===== src/rtl/uart_pkg.sv =====
// Shared types and constants for the UART transmit path.
package uart_pkg;

  typedef enum logic [2:0] {
    IDLE   = 3'd0,
    START  = 3'd1,
    DATA   = 3'd2,
    PARITY = 3'd3,
    STOP   = 3'd4
  } uart_tx_state_e;

  localparam logic PAR_EVEN  = 1'b0;
  localparam logic PAR_ODD   = 1'b1;

  localparam logic LINE_IDLE = 1'b1;
  localparam logic START_BIT = 1'b0;

  // Counter width able to index every data bit; never narrower than one bit.
  function automatic int cnt_width(input int data_width);
    return (data_width > 1) ? $clog2(data_width) : 1;
  endfunction

endpackage


===== src/rtl/uart_tx_frame_if.sv =====
// Parallel request side and serial line side of the UART transmitter.
interface uart_tx_frame_if #(
  parameter int DATA_WIDTH = 8
);

  logic [DATA_WIDTH-1:0] i_p_data;
  logic                  i_data_valid;
  logic                  i_par_en;
  logic                  i_par_typ;
  logic                  o_tx_out;
  logic                  o_busy;

  modport master (
    output i_p_data,
    output i_data_valid,
    output i_par_en,
    output i_par_typ,
    input  o_tx_out,
    input  o_busy
  );

  modport slave (
    input  i_p_data,
    input  i_data_valid,
    input  i_par_en,
    input  i_par_typ,
    output o_tx_out,
    output o_busy
  );

endinterface


===== src/rtl/uart_tx_parity_calc.sv =====
// Combinational parity of a data word, even or odd selected by i_par_typ.
module uart_tx_parity_calc
  import uart_pkg::*;
#(
  parameter int DATA_WIDTH = 8
) (
  input  logic [DATA_WIDTH-1:0] i_data,
  input  logic                  i_par_typ,
  output logic                  o_parity
);

  logic xor_all;

  assign xor_all  = ^i_data;
  assign o_parity = (i_par_typ == PAR_ODD) ? ~xor_all : xor_all;

endmodule


===== src/rtl/uart_tx_frame.sv =====
// UART frame serialiser: start, LSB-first data, optional parity, stop.
// Clocked at one cycle per bit; line and busy are driven straight from flops.
module uart_tx_frame
  import uart_pkg::*;
#(
  parameter int DATA_WIDTH = 8
) (
  input  logic            i_clk,
  input  logic            i_rst_n,
  uart_tx_frame_if.slave  bus
);

  localparam int CNT_W = cnt_width(DATA_WIDTH);
  localparam logic [CNT_W-1:0] CNT_LAST = CNT_W'(DATA_WIDTH - 1);

  uart_tx_state_e        state_q, state_d;
  logic [CNT_W-1:0]      cnt_q, cnt_d, cnt_inc;
  logic [DATA_WIDTH-1:0] data_q, data_d;
  logic                  par_en_q, par_en_d;
  logic                  par_typ_q, par_typ_d;
  logic                  tx_q, tx_d;
  logic                  busy_q, busy_d;
  logic                  par_bit;

  uart_tx_parity_calc #(
    .DATA_WIDTH (DATA_WIDTH)
  ) u_parity (
    .i_data    (data_q),
    .i_par_typ (par_typ_q),
    .o_parity  (par_bit)
  );

  assign cnt_inc = cnt_q + CNT_W'(1);

  always_ff @(posedge i_clk or negedge i_rst_n) begin
    if (!i_rst_n) begin
      state_q   <= IDLE;
      cnt_q     <= '0;
      data_q    <= '0;
      par_en_q  <= 1'b0;
      par_typ_q <= 1'b0;
      tx_q      <= LINE_IDLE;
      busy_q    <= 1'b0;
    end else begin
      state_q   <= state_d;
      cnt_q     <= cnt_d;
      data_q    <= data_d;
      par_en_q  <= par_en_d;
      par_typ_q <= par_typ_d;
      tx_q      <= tx_d;
      busy_q    <= busy_d;
    end
  end

  // tx_d/busy_d describe the bit of the state being entered, so the
  // registered outputs line up with the state without a combinational path.
  always_comb begin
    state_d   = state_q;
    cnt_d     = cnt_q;
    data_d    = data_q;
    par_en_d  = par_en_q;
    par_typ_d = par_typ_q;
    tx_d      = LINE_IDLE;
    busy_d    = 1'b1;

    unique case (state_q)
      IDLE: begin
        busy_d = 1'b0;
        if (bus.i_data_valid) begin
          state_d   = START;
          data_d    = bus.i_p_data;
          par_en_d  = bus.i_par_en;
          par_typ_d = bus.i_par_typ;
          tx_d      = START_BIT;
          busy_d    = 1'b1;
        end
      end
      START: begin
        state_d = DATA;
        cnt_d   = '0;
        tx_d    = data_q[0];
      end
      DATA: begin
        if (cnt_q == CNT_LAST) begin
          if (par_en_q) begin
            state_d = PARITY;
            tx_d    = par_bit;
          end else begin
            state_d = STOP;
          end
        end else begin
          cnt_d = cnt_inc;
          tx_d  = data_q[cnt_inc];
        end
      end
      PARITY: begin
        state_d = STOP;
      end
      STOP: begin
        state_d = IDLE;
        busy_d  = 1'b0;
      end
      default: begin
        state_d = IDLE;
        busy_d  = 1'b0;
      end
    endcase
  end

  assign bus.o_tx_out = tx_q;
  assign bus.o_busy   = busy_q;

endmodule


===== src/flat_wrapper.sv =====
// flat-port wrapper written by rule: the top's interface ports become plain ports
module uart_tx_frame_flat import uart_pkg::*;
#(
  parameter int DATA_WIDTH = 8
)
  (i_clk, i_rst_n, bus_i_p_data, bus_i_data_valid, bus_i_par_en, bus_i_par_typ, bus_o_tx_out, bus_o_busy);
  uart_tx_frame_if #(.DATA_WIDTH(DATA_WIDTH)) bus_i ();
  input  logic i_clk;
  input  logic i_rst_n;
  input wire logic [$bits(bus_i.i_p_data)-1:0] bus_i_p_data;
  input wire logic [$bits(bus_i.i_data_valid)-1:0] bus_i_data_valid;
  input wire logic [$bits(bus_i.i_par_en)-1:0] bus_i_par_en;
  input wire logic [$bits(bus_i.i_par_typ)-1:0] bus_i_par_typ;
  output wire logic [$bits(bus_i.o_tx_out)-1:0] bus_o_tx_out;
  output wire logic [$bits(bus_i.o_busy)-1:0] bus_o_busy;
  assign bus_i.i_p_data = bus_i_p_data;
  assign bus_i.i_data_valid = bus_i_data_valid;
  assign bus_i.i_par_en = bus_i_par_en;
  assign bus_i.i_par_typ = bus_i_par_typ;
  assign bus_o_tx_out = bus_i.o_tx_out;
  assign bus_o_busy = bus_i.o_busy;
  uart_tx_frame #(.DATA_WIDTH(DATA_WIDTH)) u_core (.i_clk(i_clk), .i_rst_n(i_rst_n), .bus(bus_i));
endmodule

===== config.mk =====
export PLATFORM = sky130hd
export DESIGN_NAME = uart_tx_frame_flat
export DESIGN_NICKNAME = d
export VERILOG_FILES = /design/src/rtl/uart_pkg.sv /design/src/rtl/uart_tx_frame_if.sv /design/src/rtl/uart_tx_parity_calc.sv /design/src/rtl/uart_tx_frame.sv /design/src/flat_wrapper.sv
export SDC_FILE = /design/constraint.sdc
export NUM_CORES = 1
export LEC_CHECK = 0
export BUFFER_PORTS_ARGS = -buffer_cell sky130_fd_sc_hd__buf_4
export CORE_ASPECT_RATIO = 1.25
export CORE_MARGIN = 1
export CORE_UTILIZATION = 48
export DETAILED_ROUTE_END_ITERATION = 8
export PLACE_DENSITY_LB_ADDON = 0.15
export REMOVE_ABC_BUFFERS = 1
export SKIP_CTS_REPAIR_TIMING = 1
export SYNTH_ARGS = -nofsm -noshare
export SYNTH_HDL_FRONTEND = slang
export SYNTH_SLANG_ARGS = --single-unit

===== constraint.sdc =====
create_clock -name i_clk -period 1.8 [get_ports i_clk]
set_input_delay 0.27 -clock i_clk [delete_from_list [all_inputs] [get_ports i_clk]]
set_output_delay 0.27 -clock i_clk [all_outputs]
set_load 0.1 [all_outputs]

==> metrics <==
CTS tree yes; Die Ht 50.9 um; CP arrival 1.98 ns; vias 635; vias in the first global route 616; Seq/Total Area, Yosys 49.2%; status finished, final reports clean; FFs w/ async S/R, synth between 90% and 100%; Pint 1.35 mW; DP HPWL 1240 um; Comb power frac 56.1%; 1st-iter DRT viols 2; dpl ws -0.0547 ns; nets 113; Fmax 575 MHz; Post-synth EDFFs 0; most used flip-flop cell after synthesis dfrtp_1; Flop pwr share 34.7%; remaining antenna violation count 0; fin util ~61%; dpl cell area 1040 um^2; Horiz. Die Dim 41.1 um; clock power share a little under a tenth; Critical path origin u_core.cnt_q[1]; Worst EP required 2.04 ns; gpl congestion between 0.6 and 0.7; Max Slew Vio Count 0; WS Path Type flip-flop to flip-flop; number of buffers added on ports 14; worst setup margin approximately 0.060 ns; synthesized cell area ~920 um^2; cell taking the most area after synthesis dfrtp_1; Lkg Pwr 0.499 nW; DRT Pass-1 Iters 4; routed wire length 1660 um; Crit path largest cell delay ~0.46 ns; reg2reg start u_core.cnt_q[1]; full die area 2090 um^2; maximum VDD drop between 1 and 1.5 mV; clock skew 0.00582 ns; Setup crit end u_core.bus.o_tx_out; effective utilization at floorplan about half; I/O pin cnt 15; total of max-cap violations 0; core footprint 1790 um^2; Overall Power 2.26 mW; Hold Crit Class primary input to flip-flop; area grow syn2layout 19.2%; Worst R2R Path Depth 6; Max clock buf depth 2; Wirelength per Cell 14.3 um; share of layout cells above drive strength 1 34.0%; first-pass GRT wire length roughly 2700 um; Avg Vias per Cell 5.47; sw power 0.910 mW; initial antenna violation count 0; synth unique cells 23; Final Cell Area roughly 1100 um^2; Crit. End Element flip-flop; final setup violation count 0; switch share about two fifths; largest net degree at the start of global routing 19; Syn Inst Count 79; fin crit period 1.74 ns; CTS buffer count 3; Tot GR Track Use 19.4%; CTS Root Buffer Type clkbuf_4; ANT cells 0; CTS sink count 18; R2R Setup Slk 0.06 ns; GR Overflow Total 0; Core Rows 17; synthesized area per cell 11.6 um^2; Tcrit/Tclk final between 90% and 100%; FF+latch count, synth 18; H-Tree Depth 1; crit path max fanout 5; RSZ-0062 raised after global routing yes; CP Cell Sequence ha_2 -> ha_4 -> mux2i_1 -> mux4_2 -> nand2b_1 -> a41o_1; Yosys warnings 0; final hold vios 0; Skew-Pair Late Insertion Delay between 0.2 and 0.3 ns; DRC 0; Synth top cells by count dfrtp_1, mux2_2, o21ai_0; Relative slew margins 81.6%; worst slew pin tran 0.278 ns; power per cell area between 2000 and 2500 nW/um^2; most common cell in the netlist dfrtp_1; top post-synthesis cells by area dfrtp_1, mux2_2, mux2i_1; share of the synthesized area in the top cell type a little under half; Worst-path clk slew roughly 0.10 ns; R2R Path End u_core.bus.o_tx_out; Crit-path slowest cell mux4_2; Critical Path Source Type flip-flop
-- cell families after synthesis --
family	count (synthesis)	share of synthesized area [%]
mux	15	18.9
xor+xnor	7	8.17
compound gates	12	7.63
flops	18	49.2
simple gates	19	9.67
buf+inv	6	3.68
fa+ha+maj	2	2.72
-- cell type report --
class | instances | area [um^2]
fill | 139 | 692
inverter | 2 | 7.51
clock buffer | 4 | 26.3
multi-input combinational | 55 | 448
tap | 19 | 23.8
timing repair buffer | 18 | 138
sequential | 18 | 452
-- stage by stage --
stage	instances	setup TNS [ns]	hold slack, ns
final	116	0	0.174
after global routing	116	-0.0327	0.176
after CTS	115	-0.0818	-0.173
after detailed placement	111	-0.0547	0.153
after global placement	111	-0.0140	0.150
after floorplan	75	-0.0400	-0.0256
-- worst min-delay path by stage --
stage	start	endpoint	slack, ns	depth (start not counted)
2_1_floorplan	i_rst_n	u_core.bus.o_busy	-0.03	0
3_3_place_gp	i_rst_n	u_core.cnt_q[2]	0.15	1
3_5_place_dp	i_rst_n	u_core.cnt_q[2]	0.15	1
4_1_cts	i_rst_n	u_core.cnt_q[2]	-0.17	1
5_1_grt	bus_i_par_en	u_core.par_en_q	0.18	3
6_report	bus_i_par_en	u_core.par_en_q	0.17	3
-- cell usage in the layout, fill, tap and decap left out --
master and n:
mux4_2 1, xor2_1 2, xnor2_1 4, nor3_1 3, clkbuf_1 1, nor2_1 5, a22oi_1 2, nand2_1 5
nand3_1 1, dfrtp_1 17, xnor3_1 1, a41o_1 1, dlygate4sd3_1 1, buf_4 17, o21ai_0 6, inv_1 2
mux2i_1 5, clkbuf_4 3, nand2b_1 3, dfstp_2 1, and3_1 2, ha_4 1, ha_2 1, mux2_2 9
a21oi_1 3
-- power by group through the flow --
stage / clock network (mW) / registers, mW / logic [mW]
3_5_place_dp: 0 / 0.792 / 1.25
4_1_cts: 0.213 / 0.783 / 1.25
5_1_grt: 0.225 / 0.815 / 1.39
2_1_floorplan: 0 / 0.933 / 0.822
3_3_place_gp: 0 / 0.783 / 1.21
6_report: 0.209 / 0.785 / 1.27
-- state kept, by name, summed over array words and instances (netlist names) --
signal,count
u_core.data_q,8
u_core.cnt_q,3
u_core.state_q,3
u_core.bus.o_busy,1
u_core.bus.o_tx_out,1
u_core.par_en_q,1
u_core.par_typ_q,1
-- routing by layer --
| layer | share of wire, % | GRT usage (%) | routed length, um |
|---|---|---|---|
| met1 | 45 | 25.3 | 749 |
| met5 | 0 | 0 | 0 |
| met4 | 1.6 | 8.06 | 26 |
| met2 | 50 | 30.2 | 831 |
| met3 | 3.3 | 3.91 | 55 |
-- critical path, delay by kind of cell, from the launching register on --
kind / cells / cell delay (ns)
fa+ha+maj: 2 / 0.49
mux: 2 / 0.53
simple gates: 1 / 0.08
flops: 1 / 0.42
compound gates: 1 / 0.16
No activity file was read; power rests on OpenSTA's default activity.
